$ cat src/rtl/paj7620_pkg.sv
// Shared definitions for the PAJ7620 gesture sensor blocks: poll FSM encoding,
// gesture bit positions, register map constants and the direction decoder.
package paj7620_pkg;

  typedef enum logic [2:0] {
    ST_IDLE = 3'd0,
    ST_WAIT = 3'd1,
    ST_REQ  = 3'd2,
    ST_XFER = 3'd3,
    ST_EVAL = 3'd4
  } poll_state_e;

  localparam int GEST_UP    = 0;
  localparam int GEST_DOWN  = 1;
  localparam int GEST_LEFT  = 2;
  localparam int GEST_RIGHT = 3;

  localparam logic [7:0] PAJ_REG_GEST_FLAG = 8'h43;
  localparam logic [7:0] ERR_CNT_MAX       = 8'hFF;

  // Several flags can be set in one read; the highest direction bit wins.
  function automatic logic [3:0] gest_decode(input logic [3:0] nib);
    logic [3:0] oh;
    oh = '0;
    if (nib[GEST_RIGHT])     oh[GEST_RIGHT] = 1'b1;
    else if (nib[GEST_LEFT]) oh[GEST_LEFT]  = 1'b1;
    else if (nib[GEST_DOWN]) oh[GEST_DOWN]  = 1'b1;
    else if (nib[GEST_UP])   oh[GEST_UP]    = 1'b1;
    return oh;
  endfunction

endpackage

$ cat src/rtl/gesture_hold.sv
// Decodes a gesture flag nibble into a one-hot direction and holds it for
// HOLD_CNT cycles after the most recent detection.
module gesture_hold
  import paj7620_pkg::*;
#(
  parameter int HOLD_CNT = 1000
) (
  input  logic       sys_clk,
  input  logic       sys_rst_n,
  input  logic       load,
  input  logic [3:0] nibble,
  output logic [3:0] gesture,
  output logic       gest_valid
);

  localparam int            HW        = $clog2(HOLD_CNT);
  localparam logic [HW-1:0] HOLD_LAST = HW'(HOLD_CNT - 1);

  logic [3:0]    gesture_q, gesture_d;
  logic [HW-1:0] hold_cnt_q, hold_cnt_d;
  logic          valid_q, valid_d;
  logic [3:0]    decoded;

  always_comb begin
    decoded    = gest_decode(nibble);
    gesture_d  = gesture_q;
    hold_cnt_d = hold_cnt_q;
    valid_d    = 1'b0;
    // A fresh detection (even a repeat) restarts the hold window and beats expiry.
    if (load && (decoded != 4'b0000)) begin
      gesture_d  = decoded;
      hold_cnt_d = '0;
      valid_d    = 1'b1;
    end else if (gesture_q != 4'b0000) begin
      if (hold_cnt_q == HOLD_LAST) begin
        gesture_d  = '0;
        hold_cnt_d = '0;
      end else begin
        hold_cnt_d = hold_cnt_q + 1'b1;
      end
    end
  end

  always_ff @(posedge sys_clk or negedge sys_rst_n) begin
    if (!sys_rst_n) begin
      gesture_q  <= '0;
      hold_cnt_q <= '0;
      valid_q    <= 1'b0;
    end else begin
      gesture_q  <= gesture_d;
      hold_cnt_q <= hold_cnt_d;
      valid_q    <= valid_d;
    end
  end

  assign gesture    = gesture_q;
  assign gest_valid = valid_q;

endmodule

$ cat src/rtl/gesture_poll_sched.sv
// Periodically polls the PAJ7620 gesture flag register through the shared I2C
// engine once configuration is done, and hands results to the hold/decode stage.
module gesture_poll_sched
  import paj7620_pkg::*;
#(
  parameter int         POLL_PERIOD = 1000,
  parameter int         HOLD_CNT    = 1000,
  parameter int         TIMEOUT     = 4095,
  parameter logic [7:0] GEST_REG    = PAJ_REG_GEST_FLAG
) (
  input  logic       sys_clk,
  input  logic       sys_rst_n,
  input  logic       cfg_done,
  output logic       i2c_req,
  output logic [7:0] i2c_reg,
  input  logic       i2c_busy,
  input  logic       i2c_done,
  input  logic       i2c_err,
  input  logic [7:0] i2c_rd_data,
  output logic [3:0] gesture,
  output logic       gest_valid,
  output logic [7:0] err_cnt
);

  localparam int            PW          = $clog2(POLL_PERIOD);
  localparam int            TW          = $clog2(TIMEOUT + 1);
  localparam logic [PW-1:0] PERIOD_LAST = PW'(POLL_PERIOD - 1);
  localparam logic [TW-1:0] TMO_LAST    = TW'(TIMEOUT - 1);

  poll_state_e   state_q, state_d;
  logic [PW-1:0] period_q, period_d;
  logic [TW-1:0] tmo_q, tmo_d;
  logic          req_q, req_d;
  logic [7:0]    err_q, err_d;
  logic [3:0]    rd_cap_q, rd_cap_d;
  logic          err_cap_q, err_cap_d;
  logic          err_inc;
  logic          hold_load;
  logic          unused_rd_hi;

  // The upper nibble of the flag register carries no direction information.
  assign unused_rd_hi = ^i2c_rd_data[7:4];

  always_comb begin
    state_d   = state_q;
    period_d  = period_q;
    tmo_d     = tmo_q;
    req_d     = req_q;
    err_d     = err_q;
    rd_cap_d  = rd_cap_q;
    err_cap_d = err_cap_q;
    err_inc   = 1'b0;
    hold_load = 1'b0;

    case (state_q)
      ST_IDLE: begin
        req_d = 1'b0;
        if (cfg_done) begin
          state_d  = ST_WAIT;
          period_d = '0;
        end
      end

      ST_WAIT: begin
        if (!cfg_done) begin
          state_d = ST_IDLE;
        end else if (period_q == PERIOD_LAST) begin
          state_d = ST_REQ;
          req_d   = 1'b1;
          tmo_d   = '0;
        end else begin
          period_d = period_q + 1'b1;
        end
      end

      ST_REQ: begin
        // Once the engine has accepted, the transfer must be allowed to finish.
        if (i2c_busy) begin
          state_d = ST_XFER;
          req_d   = 1'b0;
          tmo_d   = tmo_q + 1'b1;
        end else if (!cfg_done) begin
          state_d = ST_IDLE;
          req_d   = 1'b0;
        end else if (tmo_q >= TMO_LAST) begin
          state_d  = ST_WAIT;
          period_d = '0;
          req_d    = 1'b0;
          err_inc  = 1'b1;
        end else begin
          tmo_d = tmo_q + 1'b1;
        end
      end

      ST_XFER: begin
        req_d = 1'b0;
        if (i2c_done) begin
          state_d   = ST_EVAL;
          rd_cap_d  = i2c_rd_data[3:0];
          err_cap_d = i2c_err;
        end else if (tmo_q >= TMO_LAST) begin
          state_d  = ST_WAIT;
          period_d = '0;
          err_inc  = 1'b1;
        end else begin
          tmo_d = tmo_q + 1'b1;
        end
      end

      ST_EVAL: begin
        if (err_cap_q) begin
          err_inc = 1'b1;
        end else begin
          hold_load = 1'b1;
        end
        if (cfg_done) begin
          state_d  = ST_WAIT;
          period_d = '0;
        end else begin
          state_d = ST_IDLE;
        end
      end

      default: begin
        state_d = ST_IDLE;
        req_d   = 1'b0;
      end
    endcase

    if (err_inc && (err_q != ERR_CNT_MAX)) begin
      err_d = err_q + 1'b1;
    end
  end

  always_ff @(posedge sys_clk or negedge sys_rst_n) begin
    if (!sys_rst_n) begin
      state_q   <= ST_IDLE;
      period_q  <= '0;
      tmo_q     <= '0;
      req_q     <= 1'b0;
      err_q     <= '0;
      rd_cap_q  <= '0;
      err_cap_q <= 1'b0;
    end else begin
      state_q   <= state_d;
      period_q  <= period_d;
      tmo_q     <= tmo_d;
      req_q     <= req_d;
      err_q     <= err_d;
      rd_cap_q  <= rd_cap_d;
      err_cap_q <= err_cap_d;
    end
  end

  gesture_hold #(
    .HOLD_CNT (HOLD_CNT)
  ) u_hold (
    .sys_clk    (sys_clk),
    .sys_rst_n  (sys_rst_n),
    .load       (hold_load),
    .nibble     (rd_cap_q),
    .gesture    (gesture),
    .gest_valid (gest_valid)
  );

  assign i2c_req = req_q;
  assign i2c_reg = GEST_REG;
  assign err_cnt = err_q;

endmodule

$ cat config.mk
export PLATFORM = sky130hd
export DESIGN_NAME = gesture_poll_sched
export DESIGN_NICKNAME = d
export VERILOG_FILES = /design/src/rtl/paj7620_pkg.sv /design/src/rtl/gesture_hold.sv /design/src/rtl/gesture_poll_sched.sv
export SDC_FILE = /design/constraint.sdc
export NUM_CORES = 1
export LEC_CHECK = 0
export BUFFER_PORTS_ARGS = -buffer_cell sky130_fd_sc_hd__buf_2
export CORE_MARGIN = 2
export CORE_UTILIZATION = 60
export CTS_CLUSTER_SIZE = 20
export DETAILED_ROUTE_END_ITERATION = 12
export PLACE_DENSITY = 0.85
export SETUP_SLACK_MARGIN = 0.4
export SLEW_MARGIN = 15
export SYNTH_ARGS = -nofsm -noshare
export SYNTH_HDL_FRONTEND = slang
export SYNTH_SLANG_ARGS = --single-unit
$ cat constraint.sdc
create_clock -name sys_clk -period 3.39 [get_ports sys_clk]
set_clock_uncertainty 0.05 [all_clocks]
set_input_delay 0.8475 -clock sys_clk [delete_from_list [all_inputs] [get_ports sys_clk]]
set_output_delay 0.8475 -clock sys_clk [all_outputs]
set_load 0.02 [all_outputs]
# --- Word-level counts from Yosys, hierarchy flattened ---
# Index checks and enable logic that the tools add are counted.
op_classes:
  n_addsub: 4
  multipliers: 0
  n_div: 0
  n_lt_le_gt_ge: 1
  n_eq_ne: 18
  n_shift: 0
  muxes: 52
  bitwise: 1
  n_reduce_logical: 16
op_table:
  columns: ["op", "n"]
  rows:
  - ["$mux 10", 10]
  - ["$mux 12", 6]
  - ["$pmux 10 s4", 1]
  - ["$pmux 12 s3", 1]
  - ["$mux 3", 8]
  - ["$add 10x1->10 const B", 2]
  - ["$eq 10x10->1 const B", 2]
  - ["$mux 1", 19]
  - ["$pmux 3 s5", 1]
  - ["$ne 2x2->1 const B", 7]
  - ["$add 12x1->12 const B", 1]
  - ["$ge 12x12->1 const B", 1]
  - ["$mux 4", 3]
  - ["$reduce_bool 4->1", 3]
  - ["$add 8x1->8 const B", 1]
  - ["$ne 8x8->1 const B", 1]
  - ["$reduce_and 7->1", 1]
  - ["$eq 3x2->1 const B", 2]
  - ["$ne 3x3->1 const B", 2]
  - ["$pmux 1 s3", 2]
  - ["$reduce_and 2->1", 3]
  - ["$reduce_and 5->1", 1]
  - ["$ne 4x4->1 const B", 1]
  - ["$reduce_and 4->1", 1]
  - ["other kinds (10)", 12]
totals:
  regBits: 54
  latchBits: 0
  ramBits: 0
  rom_bits: 0
  input_bits: 14
  output_inout_bits: 22
  word_cells: 102
  mem_count: 0

# --- Logic depth before layout (Yosys ltp) ---
# Gate-level depths: netlist (run 1).
logic_depth:
  depth_word: 8
  depth_mapped: 8
  ltp_nobuf: 7

# --- Modules after synthesis ---
# From an unflattened synthesis (run 1), not the netlist that was laid out.
hier_totals:
  hier_cells: 320
  hier_area_um2: 3039.2
by_module_without_submodules:
  columns: ["module", "instances", "cells_per_inst", "area_each_um2", "seq_area_each_um2"]
  rows:
  - ["gesture_poll_sched", 1, 250, 2285.9, 975.9]
  - ["gesture_hold", 1, 70, 753.2, 375.4]

# --- Least setup slack after synthesis (run 1) ---
# No wires, ideal clock.
synth_timing:
  path_type: "in2reg"
  startpoint: "in i2c_busy"
  endpoint: "reg period_q[1]"
  setup_time_ns: 0.125
  arrival_ns: 2.153
  required_ns: 3.215
  setup_slack_ns: 1.063
  path_stages: 4
  path_buffers: 0
  cell_sequence: "nor2b_1 nand4bb_1 a221oi_2 mux2_2"
synth_between:
  elab_chain_len: 2
synth_lines:
  columns: ["element", "line_no", "source"]
  rows:
  - ["from (decl)", "gesture_poll_sched.sv:16", "input logic i2c_busy,"]
  - ["$ne 2x2->1 (no source line)", null, null]
  - ["$reduce_and 7->1 (no source line)", null, null]
  - ["to (signal assigned)", "gesture_poll_sched.sv:146", "period_q <= period_d;"]
  - ["to (decl)", "gesture_poll_sched.sv:31", "logic [PW-1:0] period_q, period_d;"]
# No other way between the ends.
# A chain may end at the register's enable or synchronous reset.

# --- Worst setup path after layout (run 1) ---
layout_timing:
  startpoint: "in i2c_busy"
  endpoint: "reg period_q[6]"
# Same word-level chain as after synthesis.

==> results.txt, run 1 <==
The flow ran to the end, and the final reports show no timing, DRC or antenna violations. For this design the total switching power over the nets is 388 uW. The number of inserted filler cells in the final layout came out at 395.

In the synthesized netlist the dominant register cell turns out to be sky130_fd_sc_hd__dfrtp_1. The met3 usage came out at 4.28%. The count of nets left with antenna violations once routing finished came out at 0.

Setup violations remaining at the end of the flow were counted as 0. The fraction of power spent switching nets is 27.8%. The post-detailed-route DRC marker count is 0.

Of all cell types, the one taking the most synthesized area is sky130_fd_sc_hd__dfrtp_1. The violation count after the first detailed-route iteration is 149. The post-synthesis cell count came out at 308. The number of maximum-capacitance violations is 0. The time the worst path needs with I/O delays and setup is 2500 ps. The global-route wire length before repair came out at 10300 um. The highest net fanout along the worst path came out at 10.

In the synthesized netlist the async set-or-reset flop fraction comes to 100%. The worst-case IR drop observed on VDD is 240 uV. The total track usage came out at 23.5%.

Summed over all nets, the half-perimeter wirelength after detailed placement is 4400 um. The fraction of final layout cells with drive strength greater than 1 is 16.3%. The number of buffers between clock root and the deepest sink is 2. For this run, global-route usage on met1 was measured as 31.3%. By area the synthesized netlist is led by sky130_fd_sc_hd__dfrtp_1 44%, sky130_fd_sc_hd__o21ai_0 3.6%, sky130_fd_sc_hd__nand2_1 3.2%. The area added between synthesis and finish came out at 8.48%. In the global route stage, met2 resource usage came out at 39.7%.

The post-CTS setup buffer count came out at 0. The weighted congestion at the end of routability-driven global placement came out at 0.883. The final setup slack of the worst path is 889 ps. For this run, the slowest stage of the critical path takes 670 ps. The data required time of the critical path came out at 3540 ps. At the pin with the least slew margin, the transition time is 698 ps.

The setup TNS came out at 0 ps. The area fraction of the dominant cell type after synthesis is 44.5%. The relative contribution of combinational cells to total power came out at 13.5%.

The initial antenna violation count came out at 0. The worst setup path is launched from an input pin. The max-slew violation count came to 0. TritonCTS built the clock tree. The count of flip-flops with a built-in enable after synthesis came out at 0. The residual overflow from global routing is 0.

The count of distinct cell types in the synthesized netlist is 60. The insertion delay of the later-clocked pin in the worst-skew pair is 310 ps. The clock drives 54 sinks.

The clock tree root buffer cell is sky130_fd_sc_hd__clkbuf_8. The initialized floorplan defines 25 standard-cell rows. The first-pass detailed-route iteration total is 4.

The number of I/O port buffers came out at 23. The H-tree depth came out at 2. After synthesis the cells add up to 0.00304 mm2.

The sequential share of power is 55.5%. The via count of the first global-routing pass came out at 2329. The type of element capturing the critical path is a register. The largest net degree at the start of global routing is 45.

The number of clock buffers inserted by TritonCTS is 5. Traced cell by cell, the critical path runs through buf_2, nor2b_1, nand4bb_1, a221oi_2, o21ai_0, a21o_1. From bottom edge to top edge, the die measures 75.2 um. The static power due to leakage is 1.54 nW. The arrival time at the worst endpoint is 2650 ps. The count of yosys warnings during synthesis came out at 0. The final core utilization is 68.4%. During I/O placement, the number of pins put on the boundary was 36. The achievable clock frequency is 400 MHz.

The layer flagged by global routing as most heavily used is met2. For this configuration, the core starts out at a cell density of 63.1%. The core area is 0.00482 mm2. The die covers 0.00565 mm2.

The depth of the worst register-to-register path came out at 5. The number of endpoints with negative hold slack in the final report came to 0. The clock network fraction of design power is 31.0%. The post-cts sizing count is 0. The number of flip-flops and latches in the synthesized netlist came out at 54. The horizontal die dimension is 75.2 um. The category of the most critical setup path is input pin to register. The total detailed-routing wirelength came out at 6210 um.

On the critical path, the stage with the largest delay is an instance of sky130_fd_sc_hd__a221oi_2. The fraction of the cycle the final worst path needs came out at 73.8%. The detailed-route wire length per cell is 15.6 um. For this run, the post-layout net count is 350.

The number of hold-repair buffers added at the cts stage came out at 0. The detailed-route vias per instance came out at 6.26. The internal power contribution is 1.01 mW. The worst slack at placement came out at 554 ps. Setup repair after global routing left no endpoint under its margin. Summing over every cut layer, the via total after detailed routing is 2496.

The repair_antennas step left the layout with diodes totalling 0. The post-CTS clock slew at the launch and capture registers of the worst setup and hold paths is 90 ps. The proportion of synthesized chip area in sequential cells is 44.5%. The worst hold path belongs to the class input pin to asynchronous set/reset pin. Headroom to the max-slew limit came out at 52.1%. The mean instance size in the synthesized netlist is 9.86 um2.

The power density over the cells is 423 mW/mm2.
==> logic make-up after synthesis <==
kind of cell,after synthesis,share of synthesized area [%]
flip-flops,54,44.5
buffers and inverters,28,4.65
AND/OR/NAND/NOR,121,23.4
AO/OA/AOI/OAI,77,18.3
multiplexers,12,4.28
XOR/XNOR,8,2.31
other,2,0.247
adder cells (fa/ha/maj),6,2.39
==> Yosys cell counts, types with 7 or more instances <==
cell                      instances
sky130_fd_sc_hd__inv_1           12
sky130_fd_sc_hd__o21ai_0         22
sky130_fd_sc_hd__or4_1            8
sky130_fd_sc_hd__nand4_1          7
sky130_fd_sc_hd__dfrtp_1         54
sky130_fd_sc_hd__and3_1          10
sky130_fd_sc_hd__nand3_1         14
sky130_fd_sc_hd__nand2_1         26
sky130_fd_sc_hd__nor2b_1          7
sky130_fd_sc_hd__buf_4            8
sky130_fd_sc_hd__a21oi_1          8
sky130_fd_sc_hd__mux2_2           8
sky130_fd_sc_hd__nor3b_1          7
sky130_fd_sc_hd__nor2_1          10
sky130_fd_sc_hd__a21o_1          11
==> state kept, by name, indices dropped and copies added (netlist names) <==
signal and count:
u_hold.gesture 4, err_cnt 8, state_q 3, period_q 10, err_cap_q 1, rd_cap_q 4
i2c_req 1, u_hold.hold_cnt_q 10, tmo_q 12, u_hold.gest_valid 1
==> power by group through the flow <==
stage / Clock, mW / Combinational [mW] / Sequential (mW)
6_report: 0.432 / 0.189 / 0.773
5_1_grt: 0.464 / 0.215 / 0.781
4_1_cts: 0.439 / 0.190 / 0.770
3_5_place_dp: 0 / 0.190 / 0.781
3_3_place_gp: 0 / 0.182 / 0.777
2_1_floorplan: 0 / 0.149 / 0.764
==> critical path, delay by kind of cell <==
family                 cells  cell delay, ps
and+or+nand+nor            2             580
buffers and inverters      1             130
AOI/OAI and AO/OA          3            1090
==> stage by stage <==
stage          std cells  power [mW]  hold WS (ps)  instance area, um2
2_1_floorplan        314       0.913           415                3060
3_3_place_gp         391       0.958           433                3190
3_5_place_dp         391       0.971           439                3190
4_1_cts              399        1.40           343                3300
5_1_grt              399        1.46           345                3300
6_report             399        1.39           336                3300
==> metal layers <==
layer  vias to the layer above  routed length, um
met5                         -                  0
met2                        76               3050
li1                       1174                  -
met3                         8                276
met1                      1238               2810
met4                         0                 70
==> path summary, 6_finish.rpt <==
kind	startpoint	endpoint	slack (ps)
max in group asynchronous	sys_rst_n	tmo_q[6]$_DFFE_PN0P_	2130
setup / recovery	i2c_busy	period_q[6]$_DFFE_PN0P_	890
hold / removal	sys_rst_n	u_hold.hold_cnt_q[7]$_DFFE_PN0P_	340
min in group sys_clk	err_cnt[7]$_DFFE_PN0P_	err_cnt[7]$_DFFE_PN0P_	450
setup reg to reg	state_q[0]$_DFFE_PN0P_	period_q[6]$_DFFE_PN0P_	910
hold reg to reg	err_cnt[7]$_DFFE_PN0P_	err_cnt[7]$_DFFE_PN0P_	450
==> final cells by class <==
type,instances,area [um2],share of cell area [%]
Timing Repair Buffer,26,138,4.18
Multi-Input combinational cell,232,1570,47.6
Inverter,12,45.0,1.37
Tap cell,67,83.8,2.54
Clock buffer,6,72.6,2.20
Sequential cell,54,1350,41.0
Clock inverter,2,37.5,1.14
==> cell usage in the layout, fill, tap and decap left out, drive strengths merged, types with 4 or more instances in the layout <==
cell / count
mux2: 8
nand4: 7
buf: 26
ha: 5
nor2b: 7
o211ai: 6
dfrtp: 54
nor3: 7
a21oi: 9
a21o: 11
nand3: 15
nand2: 26
clkbuf: 6
nor3b: 7
nor2: 12
or4: 8
and3: 10
nor4: 4
o21ai: 23
inv: 12
mux2i: 4
xnor2: 6
a22o: 6
conb: 8
Power figures use the tool's default switching activity.
==> run 2: changes to the inputs <==
- CORE_UTILIZATION: 60 -> 53
- PLACE_DENSITY: 0.85 -> 0.79
- clock period: 3.39 -> 2.21 ns (I/O delays scaled with it)
==> run 2 against run 1 <==
Effect of this change:
- via count is 11% higher
- first-iteration DRC count is 28% higher
- power is 62% higher
- flip-flop and latch count stayed put
- combinational power is 150% higher
- sequential power is 51% higher
- die area is 12% higher
- worst hold slack worse by 210 ps
- design area is 21% higher
- largest cell class unchanged
- setup slack worse by 770 ps
- global-route usage is 1.5 points higher
==> results.txt, run 2 (synthesis results as in run 1) <==
The run finished with clean final reports. For this design, the slowest cell found on the critical path is sky130_fd_sc_hd__or4_4. Buffers inserted during clock tree synthesis total 5.

The weighted congestion at the end of routability-driven global placement is 0.877. The effective utilization at floorplan came out at 55.2%. In the layout the commonest cells are 51 x sky130_fd_sc_hd__dfrtp_1, 34 x sky130_fd_sc_hd__buf_4, 23 x sky130_fd_sc_hd__buf_2, 20 x sky130_fd_sc_hd__nand2_1, 15 x sky130_fd_sc_hd__o21ai_1. The global-route wire length before repair is 12400 um. After detailed routing, the number of vias per cell comes to 6.14. The number of buffers between clock root and the deepest sink is 2. Port buffering added 23 buffers. The area taken by flip-flops and latches is 0.00136 mm2. The via total after detailed routing came out at 2771.

The detailed-route wire length per cell is 18.2 um. The count of nets left with antenna violations once routing finished came out at 0. After the last flow step, the layout net total stands at 397. Counting every sink on the clock net gives 54.

The number of flip-flops under the largest register name is 12. The worst hold path belongs to the class input pin to asynchronous set/reset pin. The floorplan has 27 rows. The post-detailed-route DRC marker count is 0. The achievable clock frequency is 479 MHz. The worst register-to-register path has a setup slack of 120 ps. The category of the most critical setup path is register to register.

The fraction of the cycle the final worst path needs is 94.4%. In the final timing run, aggregate negative setup slack is 0 ps. The power spent charging and discharging nets is 712 uW. The overall power of the completed layout is 2.25 mW. For the worst setup path, the data arrival time is 2260 ps. The relative contribution of combinational cells to total power is 20.8%.

The area added between synthesis and finish is 31.4%. The data required time of the critical path is 2380 ps. Subtracting the final worst setup slack from the clock period gives 2090 ps. The worst register-to-register path ends at err_cnt[1]$_DFFE_PN0P_.

The worst register-to-register path has a depth of 7. After the first detailed-routing iteration, the DRC count stood at 191. The signal on the critical path passes through inv_1, ha_2, o211ai_1, or4_4, a211oi_4, buf_6, mux2_4. The static power due to leakage came out at 1.91 nW.

The actual slew at the worst max-slew pin came out at 623 ps. The largest registers in the layout are tmo_q: 12 flops, period_q: 10 flops, u_hold.hold_cnt_q: 10 flops. The number of maximum-capacitance violations came out at 0.

STA classifies the critical path startpoint as a register. The headroom to the max-slew limit came out at 57.8%. The worst slack at placement came out at 38.8 ps. In this run the critical register-to-register path is launched from tmo_q[0]$_DFFE_PN0P_.

The largest net degree at the start of global routing came out at 36. The horizontal die dimension came out at 79.7 um. Global routing finished with a remaining overflow of 0. The highest cell delay on the worst timing path came out at 470 ps.

The sequential share of power is 52.2%. Summed over all nets, the half-perimeter wirelength after detailed placement is 4690 um. The number of endpoints with negative hold slack in the final report came out at 0. The number of antenna diodes is 0. The number of non-filler instances in the completed layout is 451. The total track usage came out at 25.0%. The tree is rooted in a sky130_fd_sc_hd__clkbuf_8. The post-CTS clock slew at the launch and capture registers of the worst setup and hold paths is 110 ps. Setup repair after global routing could not meet its margin everywhere. The number of placed I/O pins came out at 36. The first-pass detailed-route iteration total is 5. After clock tree synthesis, the flow added hold-fix buffers numbering 0. The die height came out at 79.7 um.

Once routing completed, OpenROAD measured the worst setup slack at 123 ps. The insertion delay of the later-clocked pin in the worst-skew pair came out at 320 ps. The number of endpoints failing setup at the final stage is 0. The max-slew violation count is 0. The via count of the first global-routing pass is 2630. The clock network fraction of design power came out at 27.0%. The die footprint came out at 0.00635 mm2.

Leaving out fill and tap cells, the most frequent cell in the layout is sky130_fd_sc_hd__dfrtp_1. The initial antenna violation count is 0. The core area came out at 0.00551 mm2. After detailed placement, the design holds a cell count of 412.

The fraction of power spent switching nets came out at 31.7%. The fraction of final layout cells with drive strength greater than 1 is 38.0%. Across the VDD grid, the largest voltage drop is 468 uV. The total detailed-routing wirelength is 8200 um. In this run the worst path has a maximum fanout of 6.

In this run the number of H-tree levels came out at 2. The final hold slack is 131 ps. TritonCTS built the clock tree. The most flop-heavy register is tmo_q. Dividing total power by cell area gives a power density of 564 mW/mm2. STA classifies the critical path endpoint as a register. Summing all multi-input logic gate instances after layout gives 0.00184 mm2. The number of inserted filler cells in the final layout is 360. The internal power contribution is 1.54 mW.
[run 2: changes by cell type in the layout (fill, tap and decap cells not counted), sizes merged]
cell	before	now
clkinvlp	1	0
clkbuf	6	5
bufinv	1	0
inv	12	14
buf	26	73
clkinv	0	1
[run 2: cell type report]
type                       count  area share (%)
sequential                    54            33.9
multi-input combinational    232            46.0
clock buffer                   5            1.72
clock inverter                 3           0.721
inverter                      12            1.13
tap                           72            2.26
timing repair buffer          73            14.2
[run 2: worst max-delay path, delay by kind of cell (launching register included)]
kind                       cells  cell delay (ps)
AOI/OAI and AO/OA              2              370
adders and majority gates      1              180
buffers and inverters          2              230
DFF                            1              390
muxes                          1              300
and+or+nand+nor                1              470
[run 2: through the flow]
stage / area [um2] / utilization [%]
6_report: 3990 / 72.5
5_1_grt: 3990 / 72.5
4_1_cts: 3790 / 68.8
3_5_place_dp: 3400 / 61.8
3_3_place_gp: 3400 / 61.8
2_1_floorplan: 3150 / -
[run 2: worst max path at each step]
stage	startpoint	end	slack, ps	depth (start not counted)
detailed placement	cfg_done	err_cnt[5]$_DFFE_PN0P_	40	6
global placement	tmo_q[0]$_DFFE_PN0P_	tmo_q[6]$_DFFE_PN0P_	100	8
floorplan	tmo_q[0]$_DFFE_PN0P_	err_cnt[1]$_DFFE_PN0P_	90	7
finish	tmo_q[0]$_DFFE_PN0P_	err_cnt[1]$_DFFE_PN0P_	120	7
global route	tmo_q[0]$_DFFE_PN0P_	err_cnt[7]$_DFFE_PN0P_	60	8
CTS	tmo_q[0]$_DFFE_PN0P_	tmo_q[6]$_DFFE_PN0P_	160	8
[run 2: timing repair]
action                     CTS  global route
setup endpoints to repair   45            43
setup buffers               24             7
gates resized for setup     35            29
hold endpoints to repair     0             0
pin swaps                   18            17
[run 2: power by group through the flow]
stage | clock network [mW] | logic (mW) | registers [mW]
after floorplan | 0 | 0.248 | 1.17
after global placement | 0 | 0.358 | 1.18
after global routing | 0.652 | 0.517 | 1.19
after detailed placement | 0 | 0.372 | 1.18
final | 0.609 | 0.467 | 1.17
after CTS | 0.611 | 0.421 | 1.17
[run 2: layer usage]
layer | routed length [um] | track usage, % | part of all wire [%] | up-vias
li1 | - | - | - | 1270
met1 | 3430 | 31.4 | 42 | 1374
met2 | 4190 | 43.0 | 51 | 107
met3 | 415 | 4.41 | 5.1 | 20
met4 | 161 | 9.14 | 2.0 | 0
met5 | 0 | 0 | 0 | -
==> run 3: changes to the inputs <==
- ABC_AREA: not set -> 1
- PLACE_DENSITY: 0.79 -> 0.76
==> run 3 against run 2 <==
Effect of this change:
- clock power rose by 8.9%
- first-iteration DRC count rose by 2.6%
- synthesized cell count rose by 44%
- setup slack improved by 320 ps
- sequential power fell by 9%
- register-to-register slack improved by 320 ps
- critical path depth rose by 1
- combinational power fell by 29%
- area after synthesis rose by 8.7%
- cell count rose by 25%
- utilization fell by 7.8 points
- power fell by 8.4%
==> results.txt, run 3 <==
The CTS tree is done. tmo_q holds more flip-flops than any other register. The number of inserted filler cells in the final layout is 516. The final setup slack of the worst path came out at 448 ps. The top cell type by area accounts for 40.9% of the synthesized area. In the final layout, flip-flops and latches occupy 0.00136 mm2. Along the worst path, the maximum fanout reaches 6. The via total after detailed routing came out at 3004. The tightest min-delay check is of the input pin to asynchronous set/reset pin type.

For the final routed database, the setup TNS stands at 0 ps. Detailed placement finished with a half-perimeter wire length of 5240 um. The headroom to the max-slew limit is 64.8%. The most common cell after layout, fill and taps aside is sky130_fd_sc_hd__nand2_1. The most used standard cell by instance count after synthesis is sky130_fd_sc_hd__nand2_1. The count of flip-flops with a built-in enable after synthesis is 0. The cell that appears most often on the critical path is sky130_fd_sc_hd__nand3_1. The depth of the worst register-to-register path is 8. The fraction of final layout cells with drive strength greater than 1 is 20.5%. The post-synthesis cell count is 443.

The most frequently used flop master after synthesis is sky130_fd_sc_hd__dfrtp_1. Ranked by total cell area, the synthesized netlist is headed by sky130_fd_sc_hd__dfrtp_1 41%, sky130_fd_sc_hd__nand2_1 14%, sky130_fd_sc_hd__nand3_1 6.4%. For this run, the post-layout net count is 506. The achievable clock frequency is 568 MHz.

The number of endpoints with negative hold slack in the final report is 0. Broken down by cell family, the worst path's largest delay share belongs to simple AND/OR/NAND/NOR gates. The effective utilization at floorplan came out at 55.4%. The largest net degree at the start of global routing is 33. The final hold slack is 150 ps. The number of hold-repair buffers added at the cts stage came out at 0. Prior to clock tree synthesis, the placed netlist has a worst setup slack of 304 ps. The max-slew violation count came out at 0.

The violation count after the first detailed-route iteration is 196. Of all cell types, the one taking the most synthesized area is sky130_fd_sc_hd__dfrtp_1. Traced cell by cell, the critical path runs through buf_4, nand2_4, nor2_4, nand2_2, nand3_1, a21oi_4, nand3_1, a21oi_1. The die height came out at 82.9 um. The detailed-route vias per instance is 5.34. The post-detailed-route DRC marker count is 0.

STA classifies the critical path startpoint as a register. The power density over the cells is 536 mW/mm2. The synthesized area is 0.00330 mm2.

In the final layout, the registers with the most flip-flops are tmo_q: 12 flops, period_q: 10 flops, u_hold.hold_cnt_q: 10 flops. In this run the mean area of a mapped cell was 7.45 um2. Global routing consumed, over all layers together, 21.1% of the routing resources.

The number of flip-flops and latches in the synthesized netlist is 54. Before antenna repair, the detailed router went through 5 iterations. In this run the critical register-to-register path is captured at tmo_q[6]$_DFFE_PN0P_. The count of distinct cell types in the synthesized netlist came out at 36. Relative to the synthesized area, the layout overhead comes to 16.6%. The initial antenna violation count is 0. The proportion of synthesized chip area in sequential cells is 40.9%.

The number of antenna diodes in the final layout is 0. In the synthesized netlist the async set-or-reset flop fraction comes to 100%. The number of endpoints failing setup at the final stage came out at 0. The via count of the first global-routing pass is 2823. The library cells used most frequently in the layout, excluding fill and tap cells, are 118 x sky130_fd_sc_hd__nand2_1, 52 x sky130_fd_sc_hd__nor2_1, 51 x sky130_fd_sc_hd__dfrtp_1, 40 x sky130_fd_sc_hd__nand3_1, 35 x sky130_fd_sc_hd__inv_1. By startpoint and endpoint, the worst setup path is classified as register to register. The number of placed I/O pins is 36. Measured along the x axis, the die boundary spans 82.9 um. The number of buffers between clock root and the deepest sink came out at 2. The register-to-register path setup slack came out at 450 ps. Across the run, the number of max-cap violations was 0.

Routability-driven placement finished with a final weighted congestion of 0.911. The number of buffers and inverters on the critical path is 1. The clock tree root buffer cell is sky130_fd_sc_hd__clkbuf_8. The worst setup path is captured at a register. The largest individual stage delay along the critical path comes from the cell sky130_fd_sc_hd__dfrtp_1. The startpoint identified for the worst register-to-register timing path is state_q[1]$_DFFE_PN0P_. Setup repair after global routing left no endpoint under its margin.

The arrival time at the worst endpoint came out at 1940 ps. The number of I/O port buffers came out at 23. The fraction of the cycle the final worst path needs is 79.7%. The highest cell delay on the worst timing path came out at 430 ps. The insertion delay of the later-clocked pin in the worst-skew pair is 310 ps. The core area came out at 0.00596 mm2. The tree built by TritonCTS fans out to 54 sinks. TritonCTS created 5 clock buffers. The clock tree synthesis step divided the H-tree into 2 levels.

The floorplan has 28 rows. In this run the static leakage power is 1.91 nW. The count of yosys warnings during synthesis is 0.

The design draws 2.06 mW. After clock tree synthesis, the clock-pin slew on the worst setup and hold paths is 100 ps. In this run the remaining antenna-violating nets after routing total 0. The die footprint is 0.00688 mm2. The global-route wire length before repair is 12200 um. The time the worst path needs with I/O delays and setup came out at 1760 ps. The register with the most flip-flops in the layout has 12 of them.

The total detailed-routing wirelength came out at 7250 um. The commonest cells after synthesis are 121 x sky130_fd_sc_hd__nand2_1, 55 x sky130_fd_sc_hd__nor2_1, 54 x sky130_fd_sc_hd__dfrtp_1. Summing all multi-input logic gate instances after layout gives 0.00186 mm2.

The detailed-route wire length per cell is 12.9 um. The run finished with clean final reports. The data required time of the critical path is 2390 ps. VDD sags by at most 303 uV. The residual overflow from global routing came out at 0.

For the pin with the worst max-slew slack, the measured transition is 527 ps.
[run 3: changes by cell type in the layout (fill, tap and decap cells not counted), moves of 10 or more]
| cell | change |
|---|---|
| sky130_fd_sc_hd__buf_4 | -16 |
| sky130_fd_sc_hd__a21o_1 | -10 |
| sky130_fd_sc_hd__buf_6 | -14 |
| sky130_fd_sc_hd__inv_1 | +23 |
| sky130_fd_sc_hd__nand3_1 | +26 |
| sky130_fd_sc_hd__o21ai_0 | +17 |
| sky130_fd_sc_hd__and3_1 | -10 |
| sky130_fd_sc_hd__nor2_1 | +43 |
| sky130_fd_sc_hd__nand2_1 | +98 |
[run 3: logic make-up (layout without fill, tap and decap cells)]
kind of cell | count (synthesis) | after routing | synth area share [%]
AO/OA/AOI/OAI | 52 | 53 | 8.94
other | 2 | 8 | 0.227
buffers and inverters | 53 | 91 | 7.47
AND/OR/NAND/NOR | 260 | 260 | 35.8
adder cells (fa/ha/maj) | 5 | 5 | 1.89
XOR/XNOR | 17 | 17 | 4.74
flip-flops | 54 | 54 | 40.9
[run 3: metal layers]
metal  up-vias  share of wire, %  track usage [%]
met5         -                 0                0
met3        17               4.8             3.38
met1      1397                42             26.3
met2        85                51             36.7
li1       1505                 -                -
met4         0               2.4             7.90
[run 3: layout make-up]
cell class / count / share of cell area, %
multi-input combinational: 343 / 48.4
sequential: 54 / 35.2
timing repair buffer: 42 / 7.02
inverter: 41 / 4.13
tap: 75 / 2.44
clock buffer: 6 / 1.88
clock inverter: 2 / 0.975
[run 3: what timing repair did]
| item | in CTS | in global routing |
|---|---|---|
| pin swaps | 2 | 10 |
| endpoints found under the setup margin | 19 | 39 |
| setup buffers | 2 | 8 |
| cloned | 0 | 1 |
| resized for setup | 7 | 24 |
[run 3: metrics by stage]
stage               cell area, um2  cells  utilization, %
finish                        3850    563            64.6
global route                  3850    563            64.6
CTS                           3670    554            61.6
detailed placement            3520    544            59.1
global placement              3520    544            59.1
floorplan                     3320    449               -
[run 3: worst max-delay path by stage]
stage | from | slack (ps) | end | cells after the start
floorplan | u_hold.gesture[1]$_DFFE_PN0P_ | 560 | u_hold.hold_cnt_q[2]$_DFFE_PN0P_ | 5
global placement | period_q[0]$_DFFE_PN0P_ | 360 | tmo_q[1]$_DFFE_PN0P_ | 7
CTS | tmo_q[1]$_DFFE_PN0P_ | 410 | tmo_q[9]$_DFFE_PN0P_ | 12
global route | tmo_q[0]$_DFFE_PN0P_ | 330 | err_cnt[3]$_DFFE_PN0P_ | 11
detailed placement | period_q[0]$_DFFE_PN0P_ | 300 | tmo_q[1]$_DFFE_PN0P_ | 7
finish | state_q[1]$_DFFE_PN0P_ | 450 | tmo_q[6]$_DFFE_PN0P_ | 8
[run 3: report_power, final]
part / switching (mW) / internal, mW / leakage (nW)
sequential: 0.0429 / 1.02 / 0.696
combinational: 0.216 / 0.116 / 1.16
clock: 0.325 / 0.338 / 0.0514
